**src/rtl/pac_move_ctrl.sv**
```systemverilog
// pac_move_ctrl: steps Pac-Man through the maze once per game tick.
//
// At a tile-aligned position the requested direction and the current direction
// are checked against the wall map over a valid/ready handshake. Between tiles
// Pac-Man keeps moving, and may reverse without asking the wall map. Each step
// moves STEP pixels. The x axis wraps through the side tunnel. A mouth toggle
// every MOUTH_DIV steps switches the sprite code between the directional
// sprite and the round (closed) sprite.
//
// Ports:
//   clk, rst      rising-edge clock, synchronous active-high reset
//   tick          one-cycle game-step pulse (dropped while busy)
//   req_dir       requested direction, one-hot {L,U,R,D}; other values = none
//   query_valid   wall query pending; query_col/query_row name the tile
//   wall_ready    wall map answers this cycle; wall_blocked = 1 means wall
//   pac_x, pac_y  top-left pixel position
//   cur_dir       committed direction (0 = none)
//   sprite_dir    direction code for the sprite ROM (0 = closed mouth)
//   moving        last tick produced a step
//   busy          movement sequencer not idle
module pac_move_ctrl #(
    parameter int unsigned TILE      = 24,
    parameter int unsigned STEP      = 2,
    parameter int unsigned COLS      = 28,
    parameter int unsigned ROWS      = 31,
    parameter int unsigned START_COL = 13,
    parameter int unsigned START_ROW = 23,
    parameter int unsigned MOUTH_DIV = 4
) (
    input  logic       clk,
    input  logic       rst,
    input  logic       tick,
    input  logic [3:0] req_dir,
    output logic       query_valid,
    output logic [4:0] query_col,
    output logic [4:0] query_row,
    input  logic       wall_ready,
    input  logic       wall_blocked,
    output logic [9:0] pac_x,
    output logic [9:0] pac_y,
    output logic [3:0] cur_dir,
    output logic [3:0] sprite_dir,
    output logic       moving,
    output logic       busy
);

    localparam int unsigned X_SPAN  = COLS * TILE;
    localparam logic [9:0]  STEP_PX = 10'(STEP);
    localparam logic [9:0]  X_WRAP  = 10'(X_SPAN - STEP);
    localparam logic [9:0]  X_START = 10'(START_COL * TILE);
    localparam logic [9:0]  Y_START = 10'(START_ROW * TILE);
    localparam int unsigned MCW     = $clog2(MOUTH_DIV + 1);
    localparam logic [MCW-1:0] MDIV = MCW'(MOUTH_DIV);

    localparam logic [3:0] DIR_L = 4'b1000;
    localparam logic [3:0] DIR_U = 4'b0100;
    localparam logic [3:0] DIR_R = 4'b0010;
    localparam logic [3:0] DIR_D = 4'b0001;

    typedef enum logic [1:0] {StIdle, StQReq, StQCur, StStep} state_e;

    state_e         state_q, state_d;
    logic [9:0]     x_q, x_d;
    logic [9:0]     y_q, y_d;
    logic [3:0]     dir_q, dir_d;
    logic [3:0]     lat_q, lat_d;     // request latched on entry to StQReq
    logic [3:0]     spr_q, spr_d;
    logic           moving_q, moving_d;
    logic           mouth_q, mouth_d;
    logic [MCW-1:0] mcnt_q, mcnt_d;
    logic [MCW-1:0] mcnt_inc;

    int unsigned    x_u, y_u;
    logic           aligned;
    logic [3:0]     q_dir;
    int             nbr_col, nbr_row;
    logic           col_oob, row_oob;
    logic           in_query, issue;
    logic           resolved, blocked;

    function automatic logic [3:0] opposite(input logic [3:0] d);
        return {d[1], d[0], d[3], d[2]};
    endfunction

    assign x_u      = {22'd0, x_q};
    assign y_u      = {22'd0, y_q};
    assign aligned  = ((x_u % TILE) == 0) && ((y_u % TILE) == 0);
    assign mcnt_inc = mcnt_q + MCW'(1);

    // Neighbour tile in the direction being queried.
    assign q_dir = (state_q == StQReq) ? lat_q : dir_q;

    always_comb begin
        nbr_col = int'(x_u / TILE);
        nbr_row = int'(y_u / TILE);
        case (q_dir)
            DIR_L:   nbr_col = nbr_col - 1;
            DIR_R:   nbr_col = nbr_col + 1;
            DIR_U:   nbr_row = nbr_row - 1;
            DIR_D:   nbr_row = nbr_row + 1;
            default: ;
        endcase
    end

    // Off the side edge is the tunnel (open); off top/bottom is solid.
    assign col_oob  = (nbr_col < 0) || (nbr_col >= int'(COLS));
    assign row_oob  = (nbr_row < 0) || (nbr_row >= int'(ROWS));
    assign in_query = (state_q == StQReq) || (state_q == StQCur);
    assign issue    = in_query && !col_oob && !row_oob;
    assign resolved = col_oob || row_oob || wall_ready;
    assign blocked  = row_oob || (!col_oob && wall_blocked);

    assign query_valid = issue;
    assign query_col   = issue ? 5'(nbr_col) : 5'd0;
    assign query_row   = issue ? 5'(nbr_row) : 5'd0;

    always_comb begin
        state_d  = state_q;
        x_d      = x_q;
        y_d      = y_q;
        dir_d    = dir_q;
        lat_d    = lat_q;
        moving_d = moving_q;
        mouth_d  = mouth_q;
        mcnt_d   = mcnt_q;
        spr_d    = spr_q;

        unique case (state_q)
            StIdle: begin
                if (tick) begin
                    if (!aligned) begin
                        // Mid-tile reversal: the tile just left is known open.
                        if ((dir_q != 4'b0000) && (req_dir == opposite(dir_q))) begin
                            dir_d = req_dir;
                        end
                        state_d = StStep;
                    end else if ($onehot(req_dir) && (req_dir != dir_q)) begin
                        lat_d   = req_dir;
                        state_d = StQReq;
                    end else if (dir_q != 4'b0000) begin
                        state_d = StQCur;
                    end else begin
                        moving_d = 1'b0;
                    end
                end
            end

            StQReq: begin
                if (resolved) begin
                    if (!blocked) begin
                        dir_d   = lat_q;
                        state_d = StStep;
                    end else if (dir_q != 4'b0000) begin
                        state_d = StQCur;
                    end else begin
                        moving_d = 1'b0;
                        state_d  = StIdle;
                    end
                end
            end

            StQCur: begin
                if (resolved) begin
                    if (!blocked) begin
                        state_d = StStep;
                    end else begin
                        moving_d = 1'b0;
                        state_d  = StIdle;
                    end
                end
            end

            StStep: begin
                case (dir_q)
                    DIR_L:   x_d = (x_q == 10'd0) ? X_WRAP : x_q - STEP_PX;
                    DIR_R:   x_d = ((x_u + STEP) >= X_SPAN) ? 10'd0 : x_q + STEP_PX;
                    DIR_U:   y_d = y_q - STEP_PX;
                    DIR_D:   y_d = y_q + STEP_PX;
                    default: ;
                endcase
                moving_d = 1'b1;
                if (mcnt_inc == MDIV) begin
                    mcnt_d  = '0;
                    mouth_d = !mouth_q;
                end else begin
                    mcnt_d = mcnt_inc;
                end
                state_d = StIdle;
            end

            default: state_d = StIdle;
        endcase

        // Sprite code follows every step and every direction change.
        if ((state_q == StStep) || (dir_d != dir_q)) begin
            spr_d = mouth_d ? dir_d : 4'b0000;
        end
    end

    always_ff @(posedge clk) begin
        if (rst) begin
            state_q  <= StIdle;
            x_q      <= X_START;
            y_q      <= Y_START;
            dir_q    <= 4'b0000;
            lat_q    <= 4'b0000;
            spr_q    <= 4'b0000;
            moving_q <= 1'b0;
            mouth_q  <= 1'b0;
            mcnt_q   <= '0;
        end else begin
            state_q  <= state_d;
            x_q      <= x_d;
            y_q      <= y_d;
            dir_q    <= dir_d;
            lat_q    <= lat_d;
            spr_q    <= spr_d;
            moving_q <= moving_d;
            mouth_q  <= mouth_d;
            mcnt_q   <= mcnt_d;
        end
    end

    assign pac_x      = x_q;
    assign pac_y      = y_q;
    assign cur_dir    = dir_q;
    assign sprite_dir = spr_q;
    assign moving     = moving_q;
    assign busy       = (state_q != StIdle);

endmodule

```
**config.mk**
```make
export PLATFORM = sky130hd
export DESIGN_NAME = pac_move_ctrl
export DESIGN_NICKNAME = d
export VERILOG_FILES = /design/src/rtl/pac_move_ctrl.sv
export SDC_FILE = /design/constraint.sdc
export NUM_CORES = 1
export LEC_CHECK = 0
export ABC_AREA = 1
export CAP_MARGIN = 15
export CORE_ASPECT_RATIO = 1.2
export CORE_UTILIZATION = 60
export DETAILED_ROUTE_END_ITERATION = 10
export PLACE_DENSITY = 0.82
export SETUP_SLACK_MARGIN = 0.5
export SKIP_CTS_REPAIR_TIMING = 1
export SLEW_MARGIN = 20
export SYNTH_ARGS = -nofsm -noshare
export SYNTH_HDL_FRONTEND = slang
export SYNTH_SLANG_ARGS = --single-unit
```
**constraint.sdc**
```tcl
create_clock -name clk -period 8 [get_ports clk]
set_input_delay 1.2 -clock clk [delete_from_list [all_inputs] [get_ports clk]]
set_output_delay 1.2 -clock clk [all_outputs]
set_load 0.005 [all_outputs]
```
* Yosys cells after proc, flatten, opt, wreduce, memory -nomap -nowiden *
Index checks and enable logic that the tools add are counted.

operators by class
  muxes and demuxes = 38
  reduce and logical (&&, ||, !) cells = 29
  div/mod/pow operators = 4
  $lt $le $gt $ge = 5
  equal/unequal tests = 24
  $add $sub $neg = 13

operators with widths
  kind                                                                                   number
  32-bit one-hot mux with 2 select lines                                                 2
  32-bit by 2-bit adder with 32-bit output, second input constant                        2
  10-bit by 5-bit divider with 32-bit output, second input constant                      2
  32-bit by 6-bit greater-or-equal comparator with 1-bit output, second input constant   2
  32-bit zero test                                                                       2
  32-bit by 1-bit less-than comparator with 1-bit output, second input constant          2
  10-bit by 5-bit modulo with 32-bit output, second input constant                       2
  32-bit by 2-bit subtractor with 32-bit output, second input constant                   2
  10-bit one-hot mux with 2 select lines                                                 2
  4-bit 2-to-1 mux                                                                       7
  10-bit by 2-bit adder with 10-bit output, second input constant                        2
  10-bit 2-to-1 mux                                                                      2
  10-bit by 2-bit subtractor with 10-bit output, second input constant                   2
  2-bit 2-to-1 mux                                                                       9
  2-bit inequality test, second input constant                                           7
  10-bit by 2-bit adder with 11-bit output, second input constant                        1
  11-bit by 10-bit greater-or-equal comparator with 1-bit output, second input constant  1
  10-bit zero test                                                                       1
  1-bit 2-to-1 mux                                                                       10
  5-bit 2-to-1 mux                                                                       2
  4-bit by 1-bit equality test with 1-bit output, second input constant                  2
  4-bit by 2-bit equality test with 1-bit output, second input constant                  2
  4-bit by 3-bit equality test with 1-bit output, second input constant                  2
  4-bit equality test, second input constant                                             2
  other kinds (23)                                                                       43

word-level totals
  register bits after elaboration = 39
  word-level logic and storage cells = 122
  output and inout port bits = 41
  input bits = 9

* Depth between registers and ports, before layout *
Gate-level depths: netlist of run 1.

  word-level depth = 14
  mapped depth = 67
  gate-level depth less buffers = 66

* Worst setup path after synthesis of run 1 *
No wires, ideal clock.

  path kind = flip-flop to output port
  from = register x_q[1], in the netlist pac_x[1]
  to = output query_col[0]
  data arrival time = 6.333 ns
  setup slack = 0.467 ns
  cell stages (with the launch flop) = 54
  required time = 6.800 ns
  cell sequence = dfxtp_1 inv_1 ha_1 inv_1 nand2_2 nor2_8 a21oi_1 ha_1 inv_1 nand3_1 nand2_1 nand3_2 buf_6 nand2_1 inv_1 nand2_2 nand3_1 inv_2 [... 18 more ...] nor2_1 o21ai_0 nand2_1 a21oi_1 nor2_1 inv_1 ha_1 nand2_1 inv_1 nand4_1 nor4_1 a31oi_1 a21oi_1 nand3_1 nor2_2 nand4_1 clkbuf_1 nor2_1

on the way
  longest elaborated chain between the ends = 9

ends and longest elaborated chain
  what                                                                                                                                     line    RTL
  from (decl)                                                                                                                              63      logic [9:0] x_q, x_d;
  from (signal assigned)                                                                                                                   203     x_q <= X_START;
  from (signal assigned)                                                                                                                   213     x_q <= x_d;
  10-bit by 5-bit divider with 32-bit output *                                                                                             94      nbr_col = int'(x_u / TILE);
  32-bit by 2-bit adder with 32-bit output or 32-bit by 2-bit subtractor with 32-bit output (tied branches)                                98, 97
  32-bit one-hot mux with 2 select lines *                                                                                                 96      case (q_dir)
  32-bit by 1-bit less-than comparator with 1-bit output or 32-bit by 6-bit greater-or-equal comparator with 1-bit output (tied branches)  106     assign col_oob = (nbr_col < 0) || (nbr_col >= int'(COLS));
  1-bit logical OR                                                                                                                         106
  1-bit zero test                                                                                                                          109     assign issue = in_query && !col_oob && !row_oob;
  1-bit logical AND (2 in a row)                                                                                                           109
  5-bit 2-to-1 mux *                                                                                                                       114     assign query_col = issue ? 5'(nbr_col) : 5'd0;
  to (decl)                                                                                                                                35      output logic [4:0] query_col,

Every way passes the cells marked *; elsewhere a longest branch is shown, timed or not.

* Final worst setup path of run 1 *
  from = register x_q[1], in the netlist pac_x[1]
  to = output query_valid

on the way
  longest elaborated chain between the ends = 8

ends and longest elaborated chain
  what                                                                                                                                     line    RTL
  10-bit by 5-bit divider with 32-bit output *                                                                                             94
  32-bit by 2-bit adder with 32-bit output or 32-bit by 2-bit subtractor with 32-bit output (tied branches)                                98, 97
  32-bit one-hot mux with 2 select lines *                                                                                                 96
  32-bit by 1-bit less-than comparator with 1-bit output or 32-bit by 6-bit greater-or-equal comparator with 1-bit output (tied branches)  106
  1-bit logical OR *                                                                                                                       106
  1-bit zero test *                                                                                                                        109
  1-bit logical AND * (2 in a row)                                                                                                         109
  to (decl)                                                                                                                                34      output logic query_valid,

Marks and branches as above.

==> flow_summary.yaml, run 1 <==
status:
  outcome: "complete, but fails checks"
  violations: "negative setup slack"
setup_path:
  r2r_start: "pac_x[1]$_SDFFE_PP0P_"
  endpoint_kind: "output port"
  required_ns: 6.80
  cp.arrival_ns: 6.99
  worstReg2RegEnd: "sprite_dir[0]$_SDFFE_PP0P_"
  path_common_cell: "nand2_1"
  rrSetupSlack_ns: 0.84
  worst_r2r_path_depth: 63
  crit_fanout: 5
  critical_path.max_stage_delay_ns: 0.48
  path_class: "reg2out"
  critPathSlowestCell: "clkdlybuf4s50_1"
  startpoint_type: "register"
clock_tree:
  cts_htree_levels: 2
  clk_pin_slew_ns: 0.08
  clock_sinks: 37
  cts_made_buffers: 5
  clock_latency_ns: 0.29
  cts-root-buf: "clkbuf_8"
  cts_buffer_depth: 2
  cts_tree: "done"
routing:
  first_pass_iters: 5
  wl_per_cell_um: 13.9
  num_vias: 6523
  detail-route-antenna-nets: 0
  routed_via_density: 5.60
  wirelength_mm: 16.1
  route.detailed.drc: 0
  drt_iter0_drc: 437
die:
  dieWidth_um: 90.8
  start_util_pct: 62.1
  die_h_um: 109
  dieArea_um2: 9850
  ios: 50
  core_area_um2: 9130
  rows: 38
synthesis:
  syn_inst: 937
  yosysWarningCount: 0
  ys.flop_type: "dfxtp_1"
  synth_cell_types: 60
  syn_area_um2: 5670
  synth_top_area_cell: "dfxtp_1"
  synthAdderAreaFrac_pct: 12.4
  synthXorXnorAreaFrac_pct: 4.17
  synthSimpleGateAreaFrac_pct: 41.5
  ys_seq_elements: 37
  synth_edf_count: 0
  synth_area_leaders: "dfxtp_1 13%, nand2_1 13%, ha_1 11%"
  synth-compound-area-share_pct: 16.6
  synth-seq-area-share_pct: 13.1
  syn_area_per_cell_um2: 6.05
  synth_top_family_by_area: "simple AND/OR/NAND/NOR gates"
  synthMuxAreaShare_pct: 0
  synth_top_area_share_pct: 13.1
  synth-async-reset-ratio_pct: 0
timing:
  finClkSkew_ns: 0.00794
  setup_ws_ns: -0.190
  slew_violations: 0
  setup_violations: 3
  grt_setup_unrepaired: "true"
  worst_pin_slew_ns: 0.766
  fmax_ghz: 0.122
  slew_headroom_pct: 48.8
  hold_viol_final: 0
  min_period_ns: 8.19
  fin_setup_tns_ns: -0.458
  finalCritPeriodShare_pct: 102
place:
  place_inst: 1133
  io_buffers: 47
  place.gp.congestion: 0.960
  dp_hpwl_mm: 11.9
global_route:
  grt_pass1_vias: 5700
  track_usage_pct: 29.7
  grt_pass1_wl_mm: 24.3
  antenna_found_initial: 0
  grt_max_degree: 23
  overflow: 0
cells_and_area:
  syn2layout_area_growth_pct: 24.4
  instances_no_fill: 1164
  diodes: 0
  drive_gt1_share_pct: 22.7
  n_fill_cell: 753
  fin_nets: 1106
  utilization_pct: 77.3
pwr:
  peakVddDrop_uv: 222
  leakagePower_nw: 3.62
  total_power_mw: 3.08
  powerDensity_nw_per_um2: 437
job:
  cap_violations: 0
hold_path:
  hold_class: "reg2reg"
  holdPathStages: 2
  min_to: "lat_q[1]$_SDFFE_PP0P_"
  worstHoldStart: "lat_q[1]$_SDFFE_PP0P_"
cells by family (layout without fill, tap and decap cells):
logic type               count (synthesis)  in the layout
AO/OA/AOI/OAI                          169            169
buffers and inverters                  167            271
adder cells (fa/ha/maj)                 54             54
AND/OR/NAND/NOR                        482            484
other                                    1              2
XOR/XNOR                                27             27
flip-flops                              37             37
stage by stage:
stage | hold WS (ns) | instance area [um^2] | setup WS [ns]
floorplan | 0.445 | 5680 | 0.523
finish | 0.481 | 7060 | -0.190
global placement | 0.461 | 6520 | 0.0139
detailed placement | 0.469 | 6520 | -0.193
CTS | 0.479 | 6640 | -0.529
global route | 0.502 | 7060 | -0.693
metal layers:
layer / track usage (%) / share of wire [%]
met1: 32.2 / 40
met2: 59.6 / 52
met3: 3.38 / 5.0
met4: 9.10 / 3.4
met5: 0 / 0
worst max-delay path by stage:
stage | endpoint | depth (start not counted) | start
4_1_cts | query_col[1] | 54 | pac_x[2]$_SDFFE_PP0P_
6_report | query_valid | 54 | pac_x[1]$_SDFFE_PP0P_
3_3_place_gp | query_col[1] | 54 | pac_x[1]$_SDFFE_PP0P_
2_1_floorplan | query_col[0] | 53 | pac_x[2]$_SDFFE_PP0P_
3_5_place_dp | query_col[1] | 52 | pac_x[2]$_SDFFE_PP0P_
5_1_grt | query_valid | 54 | pac_x[1]$_SDFFE_PP0P_
worst max-delay path: cells and delay by family (launching register included):
kind / cells / cell delay [ns]
flops: 1 / 0.36
simple gates: 33 / 3.54
fa+ha+maj: 4 / 0.84
compound gates: 6 / 0.73
buf+inv: 11 / 1.21
layout by cell type, fill, tap and decap left out, types with 6 or more instances in the layout:
| cell type | instances |
|---|---|
| xor2_1 | 19 |
| nor3_1 | 12 |
| xnor2_1 | 8 |
| buf_4 | 64 |
| nor2_4 | 16 |
| nand2_2 | 35 |
| inv_1 | 115 |
| a31oi_1 | 7 |
| clkbuf_2 | 6 |
| nor2_2 | 13 |
| nand3_1 | 67 |
| clkbuf_8 | 6 |
| dfxtp_1 | 35 |
| clkdlybuf4s50_1 | 37 |
| nand4_1 | 17 |
| a21oi_1 | 63 |
| a21oi_2 | 8 |
| inv_2 | 28 |
| nand3_2 | 16 |
| nor4_1 | 7 |
| nor2_1 | 86 |
| nand2_1 | 185 |
| o21ai_0 | 59 |
| ha_1 | 48 |
Yosys cell counts, types with 2 or more instances:
library cell and n:
a21boi_0 2, nor4_1 8, xnor2_1 8, nand2_1 197, a21oi_1 67, nor2_1 100
ha_1 50, o22ai_1 3, o21ai_2 2, nand2_2 26, dfxtp_1 37, nand3_2 13
a21oi_2 5, xor2_1 19, or2_1 3, clkbuf_1 8, nor3_1 12, nand4_2 2
buf_4 2, nor2_2 6, o21ai_1 4, nand3_1 73, clkinv_1 2, or2_2 4
inv_1 119, buf_6 6, o21ai_0 62, nand4_1 17, o211ai_1 4, inv_2 26
nand4_4 3, a31oi_1 7, nand3b_1 2, fa_1 4, nor2_4 9
state kept, by name, indices dropped and copies added, names as in the netlist:
signal      count
moving          1
sprite_dir      4
mcnt_q          3
state_q         2
lat_q           4
pac_x           9
mouth_q         1
pac_y           9
cur_dir         4
report_power, final:
group	internal, mW	switching [mW]	total [mW]	leakage, nW
combinational	1.11	1.55	2.66	3.26
clock	0.102	0.0693	0.171	0.0585
sequential	0.218	0.0354	0.253	0.301
cell type report:
cell class	count	area (um^2)	area share [%]
Clock buffer	7	86.3	1.22
Timing Repair Buffer	114	950	13.5
Clock inverter	1	30.0	0.425
Tap cell	120	150	2.13
Multi-Input combinational cell	736	4520	64.1
Sequential cell	37	743	10.5
Inverter	149	574	8.14
Power figures use the tool's default switching activity.
==> run 2: changes to the inputs <==
CORE_UTILIZATION = 61   (was 60)
CTS_BUF_LIST = sky130_fd_sc_hd__clkbuf_4   (was default)
PLACE_DENSITY = 0.84   (was 0.82)
==> flow_summary.yaml, run 2 (synthesis gave the netlist of run 1 again) <==
setup_path:
  required_ns: 6.80
  rrSetupSlack_ns: 0.22
  startpoint_type: "register"
  critPathSlowestCell: "fa_2"
  worst_r2r_path_depth: 62
  crit_fanout: 5
  endpoint_kind: "output port"
  cp.arrival_ns: 7.31
  critical_path.max_stage_delay_ns: 0.38
  path_class: "reg2out"
  path_common_cell: "nand2_1"
  cp-startpoint: "pac_x[1]$_SDFFE_PP0P_"
  r2r_start: "pac_x[1]$_SDFFE_PP0P_"
pwr:
  total_power_mw: 3.26
  peakVddDrop_uv: 242
  powerDensity_nw_per_um2: 447
  leakagePower_nw: 3.67
place:
  io_buffers: 47
  place.gp.congestion: 0.964
  placed_area_um2: 6540
  dp_hpwl_mm: 11.9
  place_inst: 1135
  pre_cts_ws_ns: -0.221
clock_tree:
  cts_htree_levels: 2
  cts_buffer_depth: 2
  clk_pin_slew_ns: 0.13
  cts-root-buf: "clkbuf_4"
  clock_sinks: 37
  cts_tree: "done"
  cts_made_buffers: 5
  clock_latency_ns: 0.36
routing:
  detail-route-antenna-nets: 0
  wl_per_cell_um: 15.0
  wl_met2_mm: 9.18
  dr.max_layer_used: "met4"
  routed_via_density: 5.85
  drt_iter0_drc: 480
  num_vias: 6913
  drt-met1-wl_mm: 6.67
  route.detailed.drc: 0
  wirelength_mm: 17.7
  route.met3.wl_um: 929
  first_pass_iters: 5
cells_and_area:
  mostFrequentLayoutCells: "176 x nand2_1, 110 x inv_1, 79 x nor2_1"
  fin_nets: 1123
  drive_gt1_share_pct: 26.5
  syn2layout_area_growth_pct: 28.5
  diodes: 0
  final_common_cell: "nand2_1"
  n_fill_cell: 633
  instances_no_fill: 1181
  final_cell_area_um2: 7290
  utilization_pct: 80.7
global_route:
  antenna_found_initial: 0
  overflow: 0
  grt_pass1_wl_mm: 25.1
  track_usage_pct: 30.8
  grt_max_degree: 23
  grt_pass1_vias: 6079
timing:
  hold_viol_final: 0
  min_period_ns: 8.51
  fin_setup_tns_ns: -5.27
  slew_headroom_pct: 44.8
  finClkSkew_ns: 0.0161
  setup_ws_ns: -0.512
  fmax_ghz: 0.117
  grt_setup_unrepaired: "true"
  worst_pin_slew_ns: 0.828
  holdWs_ns: 0.492
  finalCritPeriodShare_pct: 106
  setup_violations: 11
  slew_violations: 0
status:
  outcome: "complete, but fails checks"
  violations: "negative setup slack"
die:
  die_h_um: 108
  dieArea_um2: 9690
  ios: 50
  rows: 38
  dieWidth_um: 90.0
  core_area_um2: 9030
  start_util_pct: 62.8
hold_path:
  hold_class: "reg2reg"
  worstHoldStart: "sprite_dir[3]$_SDFFE_PP0P_"
  holdPathStages: 2
job:
  cap_violations: 0
[run 2: changes by cell type in the layout (fill, tap and decap cells not counted), moves of 3 or more]
| cell | previous run | this run |
|---|---|---|
| nor2_2 | 13 | 18 |
| nand2_4 | 4 | 14 |
| clkbuf_2 | 6 | 3 |
| nand3_1 | 67 | 64 |
| nor2_1 | 86 | 79 |
| clkbuf_4 | 0 | 6 |
| buf_2 | 2 | 8 |
| clkbuf_8 | 6 | 0 |
| buf_4 | 64 | 77 |
| inv_1 | 115 | 110 |
| buf_6 | 3 | 6 |
| inv_2 | 28 | 33 |
| nand2_1 | 185 | 176 |
[run 2: worst paths after layout]
path | endpoint
setup / recovery | query_row[3]
hold / removal | sprite_dir[3]$_SDFFE_PP0P_
setup reg to reg | sprite_dir[0]$_SDFFE_PP0P_
hold reg to reg | sprite_dir[3]$_SDFFE_PP0P_
[run 2: layout make-up]
cell class | count | area [um^2] | share of cell area, %
timing repair buffer | 131 | 1080 | 14.8
tap | 120 | 150 | 2.06
multi-input combinational | 736 | 4660 | 64.0
sequential | 37 | 743 | 10.2
inverter | 149 | 577 | 7.91
clock inverter | 2 | 33.8 | 0.464
clock buffer | 6 | 45.0 | 0.618
[run 2: worst max-delay path: cells and delay by family (launching register included)]
family | cells | cell delay [ns]
flip-flops | 1 | 0.36
buffers and inverters | 13 | 1.34
AO/OA/AOI/OAI | 5 | 0.75
AND/OR/NAND/NOR | 33 | 3.96
adder cells (fa/ha/maj) | 2 | 0.50
[run 2: power by group]
group	internal (mW)	total [mW]	switching (mW)
Combinational	1.19	2.87	1.68
Sequential	0.218	0.254	0.0359
Clock	0.0684	0.135	0.0665
Total	1.48	3.26	1.78
[run 2: per-layer routing]
metal	vias up	global-route usage, %
li1	3332	-
met1	3136	33.8
met2	333	59.7
met3	112	3.18
met4	0	13.2
met5	-	0
